--- src/rtl/status_scan_display_pkg.sv ---
// status_scan_display_pkg
//   Shared definitions for the status scan display: the hex glyph table for
//   an active-low {dp,g,f,e,d,c,b,a} seven-segment digit, the blank
//   patterns for segments and digit enables, and the channel FSM encoding.
package status_scan_display_pkg;

  typedef enum logic {
    ST_AUTO = 1'b0,  // rotate through channels every DWELL_FRAMES frames
    ST_HOLD = 1'b1   // frozen on the current channel
  } chan_state_e;

  localparam logic [7:0] SEG_OFF = 8'hFF;
  localparam logic [2:0] DIG_OFF = 3'b111;

  // Entry n is the glyph for hex digit n (b and d are lower-case).
  // dp (bit 7) is 1, i.e. dark, in every entry.
  localparam logic [15:0][7:0] HEX_GLYPH = {
    8'h8E, 8'h86, 8'hA1, 8'hC6,   // F E d C
    8'h83, 8'h88, 8'h90, 8'h80,   // b A 9 8
    8'hF8, 8'h82, 8'h92, 8'h99,   // 7 6 5 4
    8'hB0, 8'hA4, 8'hF9, 8'hC0    // 3 2 1 0
  };

endpackage

--- src/rtl/status_scan_display_if.sv ---
// status_scan_display_if
//   Bundles the status bytes, channel-select strobe, LED events and the
//   display/LED outputs of status_scan_display.
//   Inputs : status_in (N_CH bytes, channel k on [8k+7:8k]), hold,
//            sel_valid, sel_ch, led_evt
//   Outputs: cur_ch, segments, segments_enable, led_out, dbg_state
//
//   Handshake: sel_valid is a single-cycle strobe with no ready. A strobe
//   whose sel_ch is below N_CH is always taken on the edge it is sampled;
//   a strobe with sel_ch >= N_CH is dropped without effect.
interface status_scan_display_if #(
  parameter int N_CH = 4
);
  import status_scan_display_pkg::*;

  logic [N_CH*8-1:0] status_in;
  logic              hold;
  logic              sel_valid;
  logic [3:0]        sel_ch;
  logic [7:0]        led_evt;
  logic [3:0]        cur_ch;
  logic [7:0]        segments;
  logic [2:0]        segments_enable;
  logic [7:0]        led_out;
  chan_state_e       dbg_state;

  modport master (
    output status_in, hold, sel_valid, sel_ch, led_evt,
    input  cur_ch, segments, segments_enable, led_out, dbg_state
  );

  modport slave (
    input  status_in, hold, sel_valid, sel_ch, led_evt,
    output cur_ch, segments, segments_enable, led_out, dbg_state
  );
endinterface

--- src/rtl/status_scan_display_seg_decode.sv ---
// status_scan_display_seg_decode
//   Combinational hex nibble to active-low seven-segment pattern.
//   i_nibble : hex digit 0-F
//   i_dp     : 1 = light the decimal point
//   o_seg    : {dp,g,f,e,d,c,b,a}, active-low
module status_scan_display_seg_decode
  import status_scan_display_pkg::*;
(
  input  logic [3:0] i_nibble,
  input  logic       i_dp,
  output logic [7:0] o_seg
);

  assign o_seg = HEX_GLYPH[i_nibble] & {~i_dp, 7'h7F};

endmodule

--- src/rtl/status_scan_display.sv ---
// status_scan_display
//   Shows one of N_CH status bytes on a multiplexed 3-digit seven-segment
//   panel: digit 2 = channel index, digits 1..0 = byte in hex. Rotates
//   through the channels every DWELL_FRAMES frames or holds on one; a
//   sel_valid strobe jumps straight to a channel. Also drives 8 LEDs from
//   event inputs.
//   Ports: clk, reset (async, active-low), bus (status_scan_display_if.slave).
//   Build option: define PULSE_STRETCH_EN to stretch every LED event to at
//   least STRETCH_CYCLES clock cycles; otherwise led_out is led_evt delayed
//   by one register.
module status_scan_display
  import status_scan_display_pkg::*;
#(
  parameter int N_CH           = 4,
  parameter int SYS_CLK_FREQ   = 125000000,
  parameter int REFRESH_RATE   = 100,
  parameter int DWELL_FRAMES   = 200,
  parameter int BLANK_CYCLES   = 16,
  parameter int STRETCH_CYCLES = 6250000
) (
  input  logic                  clk,
  input  logic                  reset,
  status_scan_display_if.slave  bus
);

  localparam int SLOT_RAW = SYS_CLK_FREQ / (REFRESH_RATE * 3);
  localparam int SLOT     = (SLOT_RAW < 2) ? 2 : SLOT_RAW;
  localparam int BLANK    = (BLANK_CYCLES > SLOT - 1) ? SLOT - 1 : BLANK_CYCLES;
  localparam int SW       = $clog2(SLOT);
  localparam int FW       = (DWELL_FRAMES > 1) ? $clog2(DWELL_FRAMES) : 1;

  if (N_CH < 1 || N_CH > 16) begin : g_bad_n_ch
    $error("status_scan_display: N_CH must be 1..16");
  end
  if (STRETCH_CYCLES < 1) begin : g_bad_stretch
    $error("status_scan_display: STRETCH_CYCLES must be at least 1");
  end

  logic [SW-1:0] r_slot_cnt;
  logic [1:0]    r_digit;
  logic [7:0]    r_snap;
  logic [7:0]    r_seg;
  logic [2:0]    r_en;
  chan_state_e   r_state;
  logic [3:0]    r_cur_ch;
  logic [FW-1:0] r_frame_cnt;
  logic [7:0]    r_led_evt;

  logic          w_slot_wrap;
  logic          w_frame_end;
  logic [SW-1:0] w_slot_nxt;
  logic [1:0]    w_digit_nxt;
  logic          w_sel_ok;
  logic          w_dwell_done;
  logic [3:0]    w_ch_nxt;
  logic [7:0]    w_sel_byte;
  logic [7:0]    w_snap_nxt;
  logic [3:0]    w_nibble;
  logic          w_dp;
  logic [7:0]    w_seg_pat;
  logic [7:0]    w_led;

  assign w_slot_wrap = (r_slot_cnt == SW'(SLOT - 1));
  assign w_frame_end = w_slot_wrap && (r_digit == 2'd2);
  assign w_slot_nxt  = w_slot_wrap ? '0 : r_slot_cnt + 1'b1;
  assign w_digit_nxt = !w_slot_wrap ? r_digit :
                       (r_digit == 2'd2) ? 2'd0 : r_digit + 2'd1;

  assign w_sel_ok     = bus.sel_valid && ({28'd0, bus.sel_ch} < N_CH);
  assign w_dwell_done = (r_state == ST_AUTO) && !bus.hold && w_frame_end &&
                        (r_frame_cnt == FW'(DWELL_FRAMES - 1));

  // sel_valid takes priority over an auto-advance on the same edge.
  always_comb begin
    w_ch_nxt = r_cur_ch;
    if (w_sel_ok)
      w_ch_nxt = bus.sel_ch;
    else if (w_dwell_done)
      w_ch_nxt = (r_cur_ch == 4'(N_CH - 1)) ? 4'd0 : r_cur_ch + 4'd1;
  end

  always_comb begin
    w_sel_byte = 8'h00;
    for (int k = 0; k < N_CH; k++)
      if (w_ch_nxt == 4'(k)) w_sel_byte = bus.status_in[8*k +: 8];
  end

  // The snapshot is taken on the edge that enters digit slot 0, using the
  // channel that becomes current on that same edge, so a frame that starts
  // right after an advance already shows the new channel's byte.
  assign w_snap_nxt = (w_slot_wrap && w_digit_nxt == 2'd0) ? w_sel_byte : r_snap;

  // The pattern is computed for the slot about to start and latched at the
  // wrap, so segments never change inside a slot.
  always_comb begin
    w_nibble = w_snap_nxt[3:0];
    w_dp     = 1'b0;
    case (w_digit_nxt)
      2'd1: w_nibble = w_snap_nxt[7:4];
      2'd2: begin
        w_nibble = w_ch_nxt;
        w_dp     = bus.hold;
      end
      default: ;
    endcase
  end

  status_scan_display_seg_decode u_seg_decode (
    .i_nibble (w_nibble),
    .i_dp     (w_dp),
    .o_seg    (w_seg_pat)
  );

  always_ff @(posedge clk or negedge reset) begin
    if (!reset) begin
      r_slot_cnt <= '0;
      r_digit    <= 2'd0;
      r_snap     <= 8'h00;
      r_seg      <= SEG_OFF;
      r_en       <= DIG_OFF;
    end else begin
      r_slot_cnt <= w_slot_nxt;
      r_digit    <= w_digit_nxt;
      r_snap     <= w_snap_nxt;
      if (w_slot_wrap) r_seg <= w_seg_pat;
      // Blank all digits for the first BLANK cycles of a slot so the old
      // pattern never ghosts onto the newly enabled digit.
      r_en <= (w_slot_nxt < SW'(BLANK)) ? DIG_OFF : ~(3'b001 << w_digit_nxt);
    end
  end

  always_ff @(posedge clk or negedge reset) begin
    if (!reset) begin
      r_state     <= ST_AUTO;
      r_cur_ch    <= 4'd0;
      r_frame_cnt <= '0;
    end else begin
      r_cur_ch <= w_ch_nxt;
      case (r_state)
        ST_AUTO: begin
          if (bus.hold)
            r_state <= ST_HOLD;
          else if (w_frame_end)
            r_frame_cnt <= w_dwell_done ? '0 : r_frame_cnt + 1'b1;
        end
        ST_HOLD: begin
          if (!bus.hold) begin
            r_state     <= ST_AUTO;
            r_frame_cnt <= '0;
          end
        end
        default: r_state <= ST_AUTO;
      endcase
      if (w_sel_ok) r_frame_cnt <= '0;
    end
  end

  always_ff @(posedge clk or negedge reset) begin
    if (!reset) r_led_evt <= 8'h00;
    else        r_led_evt <= bus.led_evt;
  end

`ifdef PULSE_STRETCH_EN
  localparam int CW = $clog2(STRETCH_CYCLES + 1);

  // The counter loads from the registered event, so the registered event
  // covers the first lit cycle and the counter the remaining
  // STRETCH_CYCLES-1.
  for (genvar g = 0; g < 8; g++) begin : g_stretch
    logic [CW-1:0] r_cnt;

    always_ff @(posedge clk or negedge reset) begin
      if (!reset)
        r_cnt <= '0;
      else if (r_led_evt[g])
        r_cnt <= CW'(STRETCH_CYCLES - 1);
      else if (r_cnt != '0)
        r_cnt <= r_cnt - 1'b1;
    end

    assign w_led[g] = (r_cnt != '0) || r_led_evt[g];
  end
`else
  assign w_led = r_led_evt;
`endif

  assign bus.cur_ch          = r_cur_ch;
  assign bus.segments        = r_seg;
  assign bus.segments_enable = r_en;
  assign bus.led_out         = w_led;
  assign bus.dbg_state       = r_state;

endmodule

--- src/flat_wrapper.sv ---
// flat-port wrapper written by rule: the top's interface ports become plain ports
module status_scan_display_flat import status_scan_display_pkg::*;
#(
  parameter int N_CH           = 4,
  parameter int SYS_CLK_FREQ   = 125000000,
  parameter int REFRESH_RATE   = 100,
  parameter int DWELL_FRAMES   = 200,
  parameter int BLANK_CYCLES   = 16,
  parameter int STRETCH_CYCLES = 6250000
)
  (clk, reset, bus_status_in, bus_hold, bus_sel_valid, bus_sel_ch, bus_led_evt, bus_cur_ch, bus_segments, bus_segments_enable, bus_led_out, bus_dbg_state);
  status_scan_display_if #(.N_CH(N_CH)) bus_i ();
  input  logic clk;
  input  logic reset;
  input wire logic [$bits(bus_i.status_in)-1:0] bus_status_in;
  input wire logic [$bits(bus_i.hold)-1:0] bus_hold;
  input wire logic [$bits(bus_i.sel_valid)-1:0] bus_sel_valid;
  input wire logic [$bits(bus_i.sel_ch)-1:0] bus_sel_ch;
  input wire logic [$bits(bus_i.led_evt)-1:0] bus_led_evt;
  output wire logic [$bits(bus_i.cur_ch)-1:0] bus_cur_ch;
  output wire logic [$bits(bus_i.segments)-1:0] bus_segments;
  output wire logic [$bits(bus_i.segments_enable)-1:0] bus_segments_enable;
  output wire logic [$bits(bus_i.led_out)-1:0] bus_led_out;
  output wire logic [$bits(bus_i.dbg_state)-1:0] bus_dbg_state;
  assign bus_i.status_in = bus_status_in;
  assign bus_i.hold = bus_hold;
  assign bus_i.sel_valid = bus_sel_valid;
  assign bus_i.sel_ch = bus_sel_ch;
  assign bus_i.led_evt = bus_led_evt;
  assign bus_cur_ch = bus_i.cur_ch;
  assign bus_segments = bus_i.segments;
  assign bus_segments_enable = bus_i.segments_enable;
  assign bus_led_out = bus_i.led_out;
  assign bus_dbg_state = bus_i.dbg_state;
  status_scan_display #(.N_CH(N_CH), .SYS_CLK_FREQ(SYS_CLK_FREQ), .REFRESH_RATE(REFRESH_RATE), .DWELL_FRAMES(DWELL_FRAMES), .BLANK_CYCLES(BLANK_CYCLES), .STRETCH_CYCLES(STRETCH_CYCLES)) u_core (.clk(clk), .reset(reset), .bus(bus_i));
endmodule
--- config.mk ---
export PLATFORM = sky130hd
export DESIGN_NAME = status_scan_display_flat
export DESIGN_NICKNAME = d
export VERILOG_FILES = /design/src/rtl/status_scan_display_pkg.sv /design/src/rtl/status_scan_display_if.sv /design/src/rtl/status_scan_display_seg_decode.sv /design/src/rtl/status_scan_display.sv /design/src/flat_wrapper.sv
export SDC_FILE = /design/constraint.sdc
export NUM_CORES = 1
export LEC_CHECK = 0
export CORE_MARGIN = 2
export CORE_UTILIZATION = 45
export DETAILED_ROUTE_END_ITERATION = 8
export DONT_BUFFER_PORTS = 1
export GPL_ROUTABILITY_DRIVEN = 0
export PLACE_DENSITY_LB_ADDON = 0.12
export REMOVE_ABC_BUFFERS = 1
export SYNTH_ARGS = -nofsm -noshare
export SYNTH_HDL_FRONTEND = slang
export SYNTH_SLANG_ARGS = --single-unit
--- constraint.sdc ---
create_clock -name clk -period 8.89 [get_ports clk]
set_input_delay 2.667 -clock clk [delete_from_list [all_inputs] [get_ports clk]]
set_output_delay 2.667 -clock clk [all_outputs]
set_load 0.05 [all_outputs]
==> results of run 1 <==
-- kinds of logic (layout without fill, tap and decap cells) --
logic type | Yosys count | after routing | share of synthesized area (%)
adders and majority gates | 13 | 13 | 4.396
DFF | 61 | 61 | 41.63
muxes | 24 | 24 | 7.541
AOI/OAI and AO/OA | 64 | 64 | 14.00
buffers and inverters | 27 | 28 | 3.957
and+or+nand+nor | 159 | 159 | 22.12
xor gates and xnor gates | 26 | 26 | 6.358
-- sequential cells by signal, indices dropped and copies added (netlist names) --
| signal | count |
|---|---|
| u_core.bus.cur_ch | 4 |
| u_core.bus.led_out | 8 |
| u_core.r_frame_cnt | 8 |
| u_core.r_digit | 2 |
| u_core.bus.segments_enable | 3 |
| u_core.bus.dbg_state | 1 |
| u_core.r_slot_cnt | 19 |
| u_core.r_snap | 8 |
| u_core.bus.segments | 8 |
-- layout make-up --
class | instances | area (um2)
multi-input combinational | 286 | 2013
tap | 105 | 131.4
clock inverter | 3 | 43.79
clock buffer | 13 | 168.9
inverter | 11 | 41.29
fill | 794 | 4146
sequential | 61 | 1540
timing repair buffer | 1 | 7.507
-- routing by layer --
metal | share of wire (%) | global-route usage, % | up-vias
met5 | 0 | 0 | -
met4 | 1.4 | 7.971 | 0
met3 | 4.9 | 4.469 | 10
met2 | 48 | 31.50 | 74
met1 | 45 | 25.95 | 1328
li1 | - | - | 1337
-- worst max-delay path: stages --
cell       delay, ps
or4b_4           530
nor4_1           400
a21boi_0         270
nor3_2           520
nor2_1           240
mux4_1           270
nand3_1           80
nand2_1          120
a2bb2oi_1        410
inv_1            170
ha_1             340
mux2i_1          180
mux2i_1           90
o21ai_0          150
-- cells in the final DEF, fill, tap and decap left out, types with 7 or more instances in the layout --
master and instances:
o21ai_0 15, nand3_1 14, nand2_1 39, a221o_1 7, xor2_1 15, xnor2_1 10, nor2_1 54, dfstp_2 11
mux2i_1 17, clkbuf_8 12, inv_1 11, dfrtp_1 50, ha_1 13
-- power by group --
part | leakage [nW] | switching (mW) | total (mW) | internal [mW]
sequential | 0.731 | 0.0177 | 0.299 | 0.281
clock | 0.110 | 0.110 | 0.263 | 0.153
combinational | 0.887 | 0.0292 | 0.0525 | 0.0233
-- how the worst max path moves through the flow --
stage | depth (start not counted) | slack [ps] | start | end
after floorplan | 13 | 2950 | bus_hold | u_core.bus.segments[5]
after global placement | 14 | 2490 | bus_hold | u_core.bus.segments[5]
after detailed placement | 14 | 2380 | bus_hold | u_core.bus.segments[3]
after CTS | 14 | 2720 | bus_hold | u_core.bus.segments[3]
after global routing | 14 | 2320 | bus_hold | u_core.bus.segments[3]
final | 14 | 2700 | bus_hold | u_core.bus.segments[3]
==> impl_metrics.tcl, run 1 <==
set metrics [dict create \
    status "completed" \
    hold_class "register to register" \
    slew_violations 0 \
    fin_util_pct 48.76 \
    nets 431 \
    finalClockSkew_ps 12.98 \
    synth_area_leaders "dfrtp_1 34%, dfstp_2 7.8%, nor2_1 5.5%, mux2i_1 4.6%, ha_1 4.4%" \
    ys_seq_elements 61 \
    layout-drive-gt1-share_pct 12.80 \
    drc 0 \
    cts_setup_buffers 0 \
    num_rows 33 \
    maxSlewHeadroom_pct 54.92 \
    routed_wl_um 8073 \
    cts_tree "built" \
    max-vdd-ir-drop_v 0.00006637 \
    total_power_mw 0.6146 \
    p_leak_nw 1.727 \
    numCtsBuffers 9 \
    final_area_um2 3946 \
    max_freq_mhz 161.5 \
    clk_latency_ps 340 \
    r2r-end "u_core.bus.segments[3]" \
    rsz0062_at_grt "no" \
    cts-root-buf "clkbuf_8" \
    yosysTopAreaCellShare_pct 33.82 \
    antenna_found_initial 0 \
    wl_per_cell_um 16.82 \
    r2r_cells 15 \
    synthTopCellsByCount "54 x nor2_1, 50 x dfrtp_1, 39 x nand2_1, 17 x mux2i_1" \
    p_per_area_nw_per_um2 155.7 \
    placed_area_um2 3734 \
    ys_types 66 \
    htree_levels 3 \
    hpwl_um 5753 \
    critPathMaxFanout 9 \
    clk_pin_slew_worst_paths_ps 70 \
    cts_sinks 61 \
    grt_pass1_vias 2817 \
    ctsResizeCount 0 \
    yosys.area.top_type "dfrtp_1" \
    worstHoldStart "u_core.r_snap[3]" \
    drv_cap 0 \
    vias 2749 \
    worst_ep_required_time_ps 9140 \
    worstPathArrival_ps 6450 \
    grt_first_pass_wirelength_um 13740 \
    drt_iter0_markers 132 \
    fin_crit_sh_pct 69.65 \
    area_delta_synth_final_pct 6.662 \
    cts-hold-fix-buffers 0 \
    synth_area_per_cell_um2 9.893 \
    hold_depth 2 \
    endpoint_kind "register" \
    port_buffers 0 \
    dp.cells 464 \
    critical_path_class "primary input to register" \
    clock_path_buffers 2 \
    setup_viol 0 \
    die_w_um 94.68 \
    synth_area_um2 3700 \
    worst_pin_slew_ps 670.4 \
    setup_slack_ps 2698 \
    pin_count 72 \
    synth_edf_count 0 \
    die_h_um 94.68 \
    diodes 0 \
    grt_max_degree 62 \
    synthArstFlopShare_pct 100.0 \
    routed_via_density 5.727 \
    final_cell_count_no_fill 480 \
    grt-ovfl-total 0 \
    grt_usage_pct 19.73 \
    antenna_left 0 \
    min_period_ps 6192 \
    worstHoldEndpoint "u_core.r_snap[3]" \
    r2r_start "u_core.r_slot_cnt[1]" \
    r2r_setup_slack_ps 4140 \
    ys_seq_area_share_pct 41.63 \
    start_util_pct 45.72 \
    crit_path_start_kind "primary input" \
    dr.pass1.iters 4 \
    synth-warning-count 0 \
    setup_tns_ps 0 \
    whs_ps 468.4 \
    hold_viol 0 \
    die-area_um2 8963 \
    post-place-ws_ps 2376 \
    yosysMostFrequentCell "nor2_1" \
    ys.flop_type "dfrtp_1" \
    fp.coreArea_um2 8093 \
    synth_cells 374 \
]
(Power assumes the default switching activity.)
==> run 2: changes to the inputs <==
- clock period: 8.89 -> 5.5 ns (I/O delays scaled with it)
==> impl_metrics.tcl, run 2 (synthesis results as in run 1) <==
set metrics [dict create \
    status "completed" \
    die_w_um 94.68 \
    critPathMaxFanout 6 \
    post-place-ws_ps 205.2 \
    worst_ep_required_time_ps 5760 \
    layout-drive-gt1-share_pct 13.95 \
    pin_count 72 \
    max-vdd-ir-drop_v 0.0001294 \
    num_rows 33 \
    final_area_um2 4003 \
    p_leak_nw 1.758 \
    crit_chain "or4b_4 > or4_4 > a2111o_1 > a31oi_4 > and2_1 > inv_1 > o21ai_0 > o211a_1 > inv_1 > ha_1 > mux2_2 > mux2i_1 > o21ai_0" \
    clock_path_buffers 2 \
    total_power_mw 1.031 \
    endpoint_kind "register" \
    die-area_um2 8963 \
    clk_latency_ps 340 \
    cp_slowest_cell "or4b_4" \
    maxSlewHeadroom_pct 51.81 \
    nets 437 \
    wl_per_cell_um 16.56 \
    regArea_um2 1540 \
    setup_viol 0 \
    hpwl_um 5770 \
    final_common_cell "nor2_1" \
    grt-ovfl-total 0 \
    max_freq_mhz 201.7 \
    ctsResizeCount 0 \
    multi_input_area_um2 2013 \
    fp.coreArea_um2 8093 \
    p_per_area_nw_per_um2 257.7 \
    placed_area_um2 3779 \
    clk_pin_slew_worst_paths_ps 70 \
    fin_crit_sh_pct 90.14 \
    routed_wl_um 8030 \
    critPathMaxStageDelay_ps 520 \
    whs_ps 470.4 \
    layout_common_cells "54 x nor2_1, 50 x dfrtp_1, 39 x nand2_1" \
    final_cell_count_no_fill 485 \
    min_period_ps 4957 \
    die_h_um 94.68 \
    rsz0062_at_grt "no" \
    crit_path_start_kind "primary input" \
    grt_pass1_vias 2706 \
    cts-root-buf "clkbuf_8" \
    grt_first_pass_wirelength_um 13260 \
    critical_path_class "primary input to register" \
    hold_class "register to register" \
    setup_slack_ps 542.5 \
    finalClockSkew_ps 9.755 \
    start_util_pct 45.72 \
    vias 2778 \
    drv_cap 0 \
    fill_cells 768 \
    fin_util_pct 49.46 \
    grt_usage_pct 19.21 \
    cts-hold-fix-buffers 0 \
    diodes 0 \
    port_buffers 0 \
    drc 0 \
    numCtsBuffers 9 \
    htree_levels 3 \
    setup_tns_ps 0 \
    hold_viol 0 \
    dr.pass1.iters 6 \
    antenna_left 0 \
    antenna_found_initial 0 \
    grt_max_degree 62 \
    largest_reg_flops 19 \
    routed_via_density 5.728 \
    cts_setup_buffers 0 \
    dp.cells 470 \
    drt_iter0_markers 66 \
    path_buf_inv 2 \
    cts_sinks 61 \
    slew_violations 0 \
    critPathTopFamily "compound AO/OA/AOI/OAI gates" \
    worstPathArrival_ps 5220 \
    area_delta_synth_final_pct 8.184 \
    cts_tree "built" \
    largest-register "u_core.r_slot_cnt" \
    worst_pin_slew_ps 716.8 \
]
run 2: changes by cell type in the layout (fill, tap and decap cells not counted):
cell	before	now
clkinv_2	1	0
bufinv_16	1	2
buf_4	1	7
clkbuf_8	12	11
run 2: cell type report:
cell class	instances	share of cell area, %
Clock inverter	3	1.719
Inverter	11	1.032
Clock buffer	12	3.876
Tap cell	105	3.282
Sequential cell	61	38.48
Multi-Input combinational cell	286	50.30
Timing Repair Buffer	7	1.313
run 2: path summary, 6_finish.rpt:
| path | from | endpoint | slack (ps) | cells past startpoint |
|---|---|---|---|---|
| hold reg to reg | u_core.r_snap[3] | u_core.r_snap[3] | 470 | 2 |
| min in group asynchronous | reset | u_core.bus.dbg_state | 990 | 0 |
| hold / removal | u_core.r_snap[3] | u_core.r_snap[3] | 470 | 2 |
| max in group asynchronous | reset | u_core.bus.segments[6] | 4300 | 0 |
| setup / recovery | bus_hold | u_core.bus.segments[3] | 540 | 13 |
| setup reg to reg | u_core.bus.dbg_state | u_core.bus.segments[3] | 1180 | 13 |
run 2: power breakdown:
part	total [mW]	internal (mW)	switching [mW]
logic	0.0913	0.0425	0.0488
clock network	0.457	0.278	0.178
registers	0.483	0.455	0.0283
total	1.03	0.776	0.255
run 2: tightest hold or removal path: cells and delay by family, from the launching register on:
family | cells | cell delay (ps)
flops | 1 | 350
simple gates | 2 | 100
run 2: per-layer routing:
layer	global-route usage [%]	vias up	part of all wire, %
met5	0	-	0
li1	-	1347	-
met3	5.427	15	5.3
met4	5.918	0	1.7
met1	25.23	1338	46
met2	30.79	78	47
